[src/rtl/iir_pkg.sv]
// Shared definitions for the time-multiplexed biquad: FSM states, tap order,
// and the accumulator width rule.
package iir_pkg;

  typedef enum logic [1:0] {
    IDLE  = 2'd0,
    MAC   = 2'd1,
    ROUND = 2'd2,
    OUT   = 2'd3
  } state_t;

  localparam int unsigned TAP_NUM = 5;
  localparam int unsigned TAP_W   = 3;

  // Taps are walked in this order during MAC; a1/a2 are subtracted.
  localparam logic [TAP_W-1:0] TAP_B0 = 3'd0;
  localparam logic [TAP_W-1:0] TAP_B1 = 3'd1;
  localparam logic [TAP_W-1:0] TAP_B2 = 3'd2;
  localparam logic [TAP_W-1:0] TAP_A1 = 3'd3;
  localparam logic [TAP_W-1:0] TAP_A2 = 3'd4;

  // Three guard bits cover the sum of five full-scale products.
  function automatic int unsigned acc_width(input int unsigned data_w,
                                            input int unsigned coef_w);
    return data_w + coef_w + 3;
  endfunction

endpackage

[src/rtl/iir_mac.sv]
// Shared multiplier plus accumulator for the biquad; clear zeroes the sum,
// neg subtracts the current product instead of adding it.
module iir_mac #(
  parameter int unsigned DATA_W = 16,
  parameter int unsigned COEF_W = 16,
  parameter int unsigned ACC_W  = 35
) (
  input  logic                     clk,
  input  logic                     rst,
  input  logic                     clear,
  input  logic                     en,
  input  logic                     neg,
  input  logic signed [COEF_W-1:0] coef,
  input  logic signed [DATA_W-1:0] sample,
  output logic signed [ACC_W-1:0]  acc
);

  localparam int unsigned PROD_W = DATA_W + COEF_W;

  logic signed [PROD_W-1:0] prod;
  logic signed [ACC_W-1:0]  prod_ext;

  assign prod     = coef * sample;
  assign prod_ext = {{(ACC_W - PROD_W){prod[PROD_W-1]}}, prod};

  always_ff @(posedge clk) begin
    if (rst || clear) begin
      acc <= '0;
    end else if (en) begin
      acc <= neg ? (acc - prod_ext) : (acc + prod_ext);
    end
  end

endmodule

[src/rtl/iir_biquad_tdm.sv]
// Direct Form I biquad shared across CH_NUM channels through one multiplier.
// Define IIR_SAT_EN to clamp the output instead of two's-complement wrapping.
module iir_biquad_tdm #(
  parameter int unsigned DATA_W = 16,
  parameter int unsigned COEF_W = 16,
  parameter int unsigned FRAC_W = 14,
  parameter int unsigned CH_NUM = 2
) (
  input  logic                          clk,
  input  logic                          rst,
  input  logic [5*COEF_W-1:0]           coefs,
  input  logic                          in_valid,
  output logic                          in_ready,
  input  logic [$clog2(CH_NUM):0]       in_ch,
  input  logic signed [DATA_W-1:0]      in_data,
  output logic                          out_valid,
  input  logic                          out_ready,
  output logic [$clog2(CH_NUM):0]       out_ch,
  output logic signed [DATA_W-1:0]      out_data,
  output logic                          ch_err
);

  import iir_pkg::*;

  localparam int unsigned CH_W  = $clog2(CH_NUM) + 1;
  localparam int unsigned IDX_W = (CH_NUM > 1) ? $clog2(CH_NUM) : 1;
  localparam int unsigned ACC_W = acc_width(DATA_W, COEF_W);

  localparam logic signed [ACC_W-1:0] HALF = ACC_W'(1) << (FRAC_W - 1);

  state_t                    state;
  logic [TAP_W-1:0]          tap;
  logic [5*COEF_W-1:0]       coefs_q;
  logic [CH_W-1:0]           ch_q;
  logic signed [DATA_W-1:0]  x_q;

  logic signed [DATA_W-1:0]  x1_mem [CH_NUM];
  logic signed [DATA_W-1:0]  x2_mem [CH_NUM];
  logic signed [DATA_W-1:0]  y1_mem [CH_NUM];
  logic signed [DATA_W-1:0]  y2_mem [CH_NUM];

  logic [IDX_W-1:0]          idx;
  logic                      accept;
  logic                      ch_ok;
  logic                      mac_neg;
  logic signed [COEF_W-1:0]  mac_coef;
  logic signed [DATA_W-1:0]  mac_sample;
  logic signed [ACC_W-1:0]   acc;
  logic signed [ACC_W-1:0]   rnd_sum;
  logic signed [ACC_W-1:0]   rnd_shift;
  logic signed [DATA_W-1:0]  y_next;

  assign idx    = ch_q[IDX_W-1:0];
  assign ch_ok  = (in_ch < CH_W'(CH_NUM));
  assign accept = (state == IDLE) && in_valid && in_ready && ch_ok;

  // Select the coefficient/history pair for the current tap.
  always_comb begin
    mac_coef   = '0;
    mac_sample = '0;
    mac_neg    = 1'b0;
    case (tap)
      TAP_B0: begin
        mac_coef   = coefs_q[5*COEF_W-1 -: COEF_W];
        mac_sample = x_q;
      end
      TAP_B1: begin
        mac_coef   = coefs_q[4*COEF_W-1 -: COEF_W];
        mac_sample = x1_mem[idx];
      end
      TAP_B2: begin
        mac_coef   = coefs_q[3*COEF_W-1 -: COEF_W];
        mac_sample = x2_mem[idx];
      end
      TAP_A1: begin
        mac_coef   = coefs_q[2*COEF_W-1 -: COEF_W];
        mac_sample = y1_mem[idx];
        mac_neg    = 1'b1;
      end
      TAP_A2: begin
        mac_coef   = coefs_q[COEF_W-1 -: COEF_W];
        mac_sample = y2_mem[idx];
        mac_neg    = 1'b1;
      end
      default: ;
    endcase
  end

  iir_mac #(
    .DATA_W (DATA_W),
    .COEF_W (COEF_W),
    .ACC_W  (ACC_W)
  ) u_mac (
    .clk    (clk),
    .rst    (rst),
    .clear  (accept),
    .en     (state == MAC),
    .neg    (mac_neg),
    .coef   (mac_coef),
    .sample (mac_sample),
    .acc    (acc)
  );

  // Round half-up, then narrow to the sample width.
  assign rnd_sum   = acc + HALF;
  assign rnd_shift = rnd_sum >>> FRAC_W;

`ifdef IIR_SAT_EN
  localparam logic signed [ACC_W-1:0] Y_MAX =
    {{(ACC_W - DATA_W + 1){1'b0}}, {(DATA_W - 1){1'b1}}};
  localparam logic signed [ACC_W-1:0] Y_MIN =
    {{(ACC_W - DATA_W + 1){1'b1}}, {(DATA_W - 1){1'b0}}};

  always_comb begin
    y_next = rnd_shift[DATA_W-1:0];
    if (rnd_shift > Y_MAX) begin
      y_next = Y_MAX[DATA_W-1:0];
    end else if (rnd_shift < Y_MIN) begin
      y_next = Y_MIN[DATA_W-1:0];
    end
  end
`else
  logic unused_hi;
  assign unused_hi = ^rnd_shift[ACC_W-1:DATA_W];
  assign y_next    = rnd_shift[DATA_W-1:0];
`endif

  always_ff @(posedge clk) begin
    if (rst) begin
      state     <= IDLE;
      tap       <= TAP_B0;
      coefs_q   <= '0;
      ch_q      <= '0;
      x_q       <= '0;
      in_ready  <= 1'b0;
      out_valid <= 1'b0;
      out_data  <= '0;
      out_ch    <= '0;
      ch_err    <= 1'b0;
      x1_mem    <= '{default: '0};
      x2_mem    <= '{default: '0};
      y1_mem    <= '{default: '0};
      y2_mem    <= '{default: '0};
    end else begin
      ch_err <= 1'b0;
      case (state)
        IDLE: begin
          in_ready <= 1'b1;
          if (in_valid && in_ready) begin
            if (ch_ok) begin
              coefs_q  <= coefs;
              ch_q     <= in_ch;
              x_q      <= in_data;
              tap      <= TAP_B0;
              in_ready <= 1'b0;
              state    <= MAC;
            end else begin
              // Out-of-range channel: consume the beat, flag it, stay idle.
              ch_err <= 1'b1;
            end
          end
        end
        MAC: begin
          tap <= TAP_W'(tap + TAP_W'(1));
          if (tap == TAP_A2) begin
            state <= ROUND;
          end
        end
        ROUND: begin
          out_data    <= y_next;
          out_ch      <= ch_q;
          out_valid   <= 1'b1;
          x2_mem[idx] <= x1_mem[idx];
          x1_mem[idx] <= x_q;
          y2_mem[idx] <= y1_mem[idx];
          y1_mem[idx] <= y_next;
          state       <= OUT;
        end
        OUT: begin
          if (out_ready) begin
            out_valid <= 1'b0;
            in_ready  <= 1'b1;
            state     <= IDLE;
          end
        end
        default: state <= IDLE;
      endcase
    end
  end

endmodule

[config.mk]
export PLATFORM = sky130hd
export DESIGN_NAME = iir_biquad_tdm
export DESIGN_NICKNAME = d
export VERILOG_FILES = /design/src/rtl/iir_pkg.sv /design/src/rtl/iir_mac.sv /design/src/rtl/iir_biquad_tdm.sv
export SDC_FILE = /design/constraint.sdc
export NUM_CORES = 1
export LEC_CHECK = 0
export ABC_AREA = 1
export CORE_ASPECT_RATIO = 0.9
export CORE_MARGIN = 1.5
export CORE_UTILIZATION = 48
export CTS_CLUSTER_SIZE = 10
export DETAILED_ROUTE_END_ITERATION = 10
export GPL_TIMING_DRIVEN = 0
export PLACE_DENSITY = 0.66
export SYNTH_ARGS = -nofsm -noshare
export SYNTH_HDL_FRONTEND = slang
export SYNTH_HIERARCHICAL = 1
export SYNTH_SLANG_ARGS = --single-unit
[constraint.sdc]
create_clock -name clk -period 19.15 [get_ports clk]
set_input_delay 1.915 -clock clk [delete_from_list [all_inputs] [get_ports clk]]
set_output_delay 1.915 -clock clk [all_outputs]
set_load 0.02 [all_outputs]
==> flow_metrics.env <==
export IMPL_status="complete, no violations"
export IMPL_portBuffers=122
export IMPL_p_leak_nw=14.3
export IMPL_insertion_delay_ns=0.54
export IMPL_tns_ns=0
export IMPL_met2_length_mm=35.4
export IMPL_post_route_period_util_pct=55.9
export IMPL_syn2layout_area_growth_pct=12.1
export IMPL_criticalPathCategory="register to register"
export IMPL_path_clk_slew_ns=0.06
export IMPL_final_setup_viol_count=0
export IMPL_grt_overflow=0
export IMPL_drt_vias_per_instance=5.26
export IMPL_cp_top_family="adder cells"
export IMPL_core_area_um2=51500
export IMPL_whs_ns=0.446
export IMPL_power_density_nw_per_um2=114
export IMPL_via_count=22900
export IMPL_antenna_found_initial=1
export IMPL_cts_tree="built"
export IMPL_dieArea_um2=53400
export IMPL_nNetsFinal=4131
export IMPL_cts_sinks=282
export IMPL_cts_inserted_buffers=34
export IMPL_drc_errors=0
export IMPL_die_h_um=219
export IMPL_ys_warn_count=6
export IMPL_worstMarginPinSlew_ns=1.08
export IMPL_endpoint_kind="register"
export IMPL_cts_htree_levels=2
export IMPL_cp_common_cell="nand2_1"
export IMPL_hp_start="ch_q[1]$_SDFFE_PP0P_"
export IMPL_ios=123
export IMPL_synth_fp_nets=3973
export IMPL_cts_root_buf="clkbuf_16"
export IMPL_die_w_um=243
export IMPL_final_area_um2=28000
export IMPL_worstPathMaxFanout=10
export IMPL_grt_pass1_vias=22300
export IMPL_wl_met1_mm=35.5
export IMPL_grt_pass1_wl_mm=126
export IMPL_wl_mm=80.3
export IMPL_r2r_worst_path_cells=46
export IMPL_top_layer="met4"
export IMPL_place_area_um2=27000
export IMPL_hold_path_class="register to register"
export IMPL_rrSetupSlack_ns=8.45
export IMPL_met3WireLength_mm=6.13
export IMPL_holdPathEnd="ch_q[1]$_SDFFE_PP0P_"
export IMPL_worst_ep_arrival_time_ns=11.14
export IMPL_whs_path_depth=2
export IMPL_rr_endpoint="u_mac/acc[29]$_SDFFE_PP0P_"
export IMPL_drive_gt1_share_pct=5.53
export IMPL_slew_headroom_pct=27.8
export IMPL_hold_viol=0
export IMPL_period_needed_ns=10.70
export IMPL_dp_final_hpwl_mm=63.8
export IMPL_antenna_cells=0
export IMPL_dr_pass1_iters=8
export IMPL_ir_worst_vdd_mv=0.171
export IMPL_clockBufferDepth=3
export IMPL_r2r_start="tap[0]$_SDFFE_PP0P_"
export IMPL_cts_setup_buffers=0
export IMPL_wl_per_cell_um=18.5
export IMPL_cts_hold_buf=0
export IMPL_grt_max_degree=11
export IMPL_cp_start_kind="register"
export IMPL_gp_congestion=0.968
export IMPL_fmaxAchievable_mhz=93.4
export IMPL_synth_cells=3492
export IMPL_start_util_pct=48.5
export IMPL_cp_depth=46
export IMPL_path_buf_inv=10
export IMPL_drtAntennaViolNets=0
export IMPL_track_usage_pct=30.5
export IMPL_slew_viol_final=0
export IMPL_skew_ns=0.0302
export IMPL_maxCapViolations=0
export IMPL_rsz0062_at_grt="no"
export IMPL_syn_avg_cell_area_um2=7.15
export IMPL_num_rows=79
export IMPL_cts_resized_gates=0
export IMPL_postLayoutCoreUtil_pct=54.3
export IMPL_crit_required_ns=19.58
export IMPL_syn_cell_area_um2=25000
export IMPL_max_stage_delay_ns=0.60
export IMPL_drt_iter0_drc=2063
export IMPL_crit_slowest_cell="clkbuf_1"
worst max path at each step:
| stage | from | endpoint |
|---|---|---|
| floorplan | tap[0]$_SDFFE_PP0P_ | u_mac/acc[29]$_SDFFE_PP0P_ |
| global placement | tap[0]$_SDFFE_PP0P_ | u_mac/acc[29]$_SDFFE_PP0P_ |
| detailed placement | tap[0]$_SDFFE_PP0P_ | u_mac/acc[29]$_SDFFE_PP0P_ |
| CTS | tap[0]$_SDFFE_PP0P_ | u_mac/acc[29]$_SDFFE_PP0P_ |
| global route | tap[0]$_SDFFE_PP0P_ | u_mac/acc[28]$_SDFFE_PP0P_ |
| finish | tap[0]$_SDFFE_PP0P_ | u_mac/acc[29]$_SDFFE_PP0P_ |
through the flow:
step / cells / power (mW) / setup WS (ns)
finish: 4344 / 3.20 / 8.45
global route: 4344 / 3.44 / 7.63
CTS: 4344 / 3.17 / 8.63
detailed placement: 4302 / 2.58 / 8.68
global placement: 4302 / 2.59 / 8.63
floorplan: 3492 / 2.06 / 10.76
power breakdown:
group	switching (mW)	leakage (nW)	internal [mW]
combinational	1.20	11.6	0.650
clock	0.258	0.460	0.331
sequential	0.0848	2.29	0.668
total	1.55	14.3	1.65
final cells by class:
cell class	instances	area, µm²
buffer	181	875
clock buffer	39	901
clock inverter	3	33.8
fill	5073	23500
inverter	657	2470
multi-input combinational	2372	16000
sequential	282	5650
tap	688	861
timing repair buffer	122	1220
worst reg2reg max path, delay by kind of cell (launching register included):
kind	cells	cell delay (ns)
and+or+nand+nor	21	3.38
DFF	1	0.39
AOI/OAI and AO/OA	3	0.54
xor gates and xnor gates	2	0.13
buffers and inverters	10	1.89
adders and majority gates	10	4.26
registers in the layout, indices dropped and copies added, names as in the netlist:
| name | cells |
|---|---|
| state | 2 |
| y2_mem | 32 |
| x_q | 16 |
| out_ch | 2 |
| coefs_q | 80 |
| y1_mem | 32 |
| x1_mem | 32 |
| in_ready | 1 |
| ch_err | 1 |
| out_data | 16 |
| ch_q | 2 |
| out_valid | 1 |
| u_mac/acc | 30 |
| tap | 3 |
| x2_mem | 32 |
metal layers:
metal / vias up / global-route usage [%]
met1: 10800 / 42.0
li1: 11000 / -
met2: 862 / 48.4
met3: 167 / 4.82
met5: - / 0
met4: 0 / 11.2
cells in the final DEF, fill, tap and decap left out, drive strengths merged, types with 2 or more instances in the layout:
master / n
nand2: 726
inv: 658
nor2: 429
o21ai: 294
dfxtp: 282
fa: 257
a21oi: 197
clkbuf: 146
nand3: 133
ha: 122
clkdlybuf4s50: 122
buf: 74
xor2: 46
nand4: 37
o211ai: 35
o22ai: 18
xnor2: 17
nor3: 11
or2: 9
o21bai: 8
nand3b: 7
a21o: 7
a31oi: 6
nor4: 5
o221ai: 2
clkinv: 2
No activity file was read; power rests on OpenSTA's default activity.
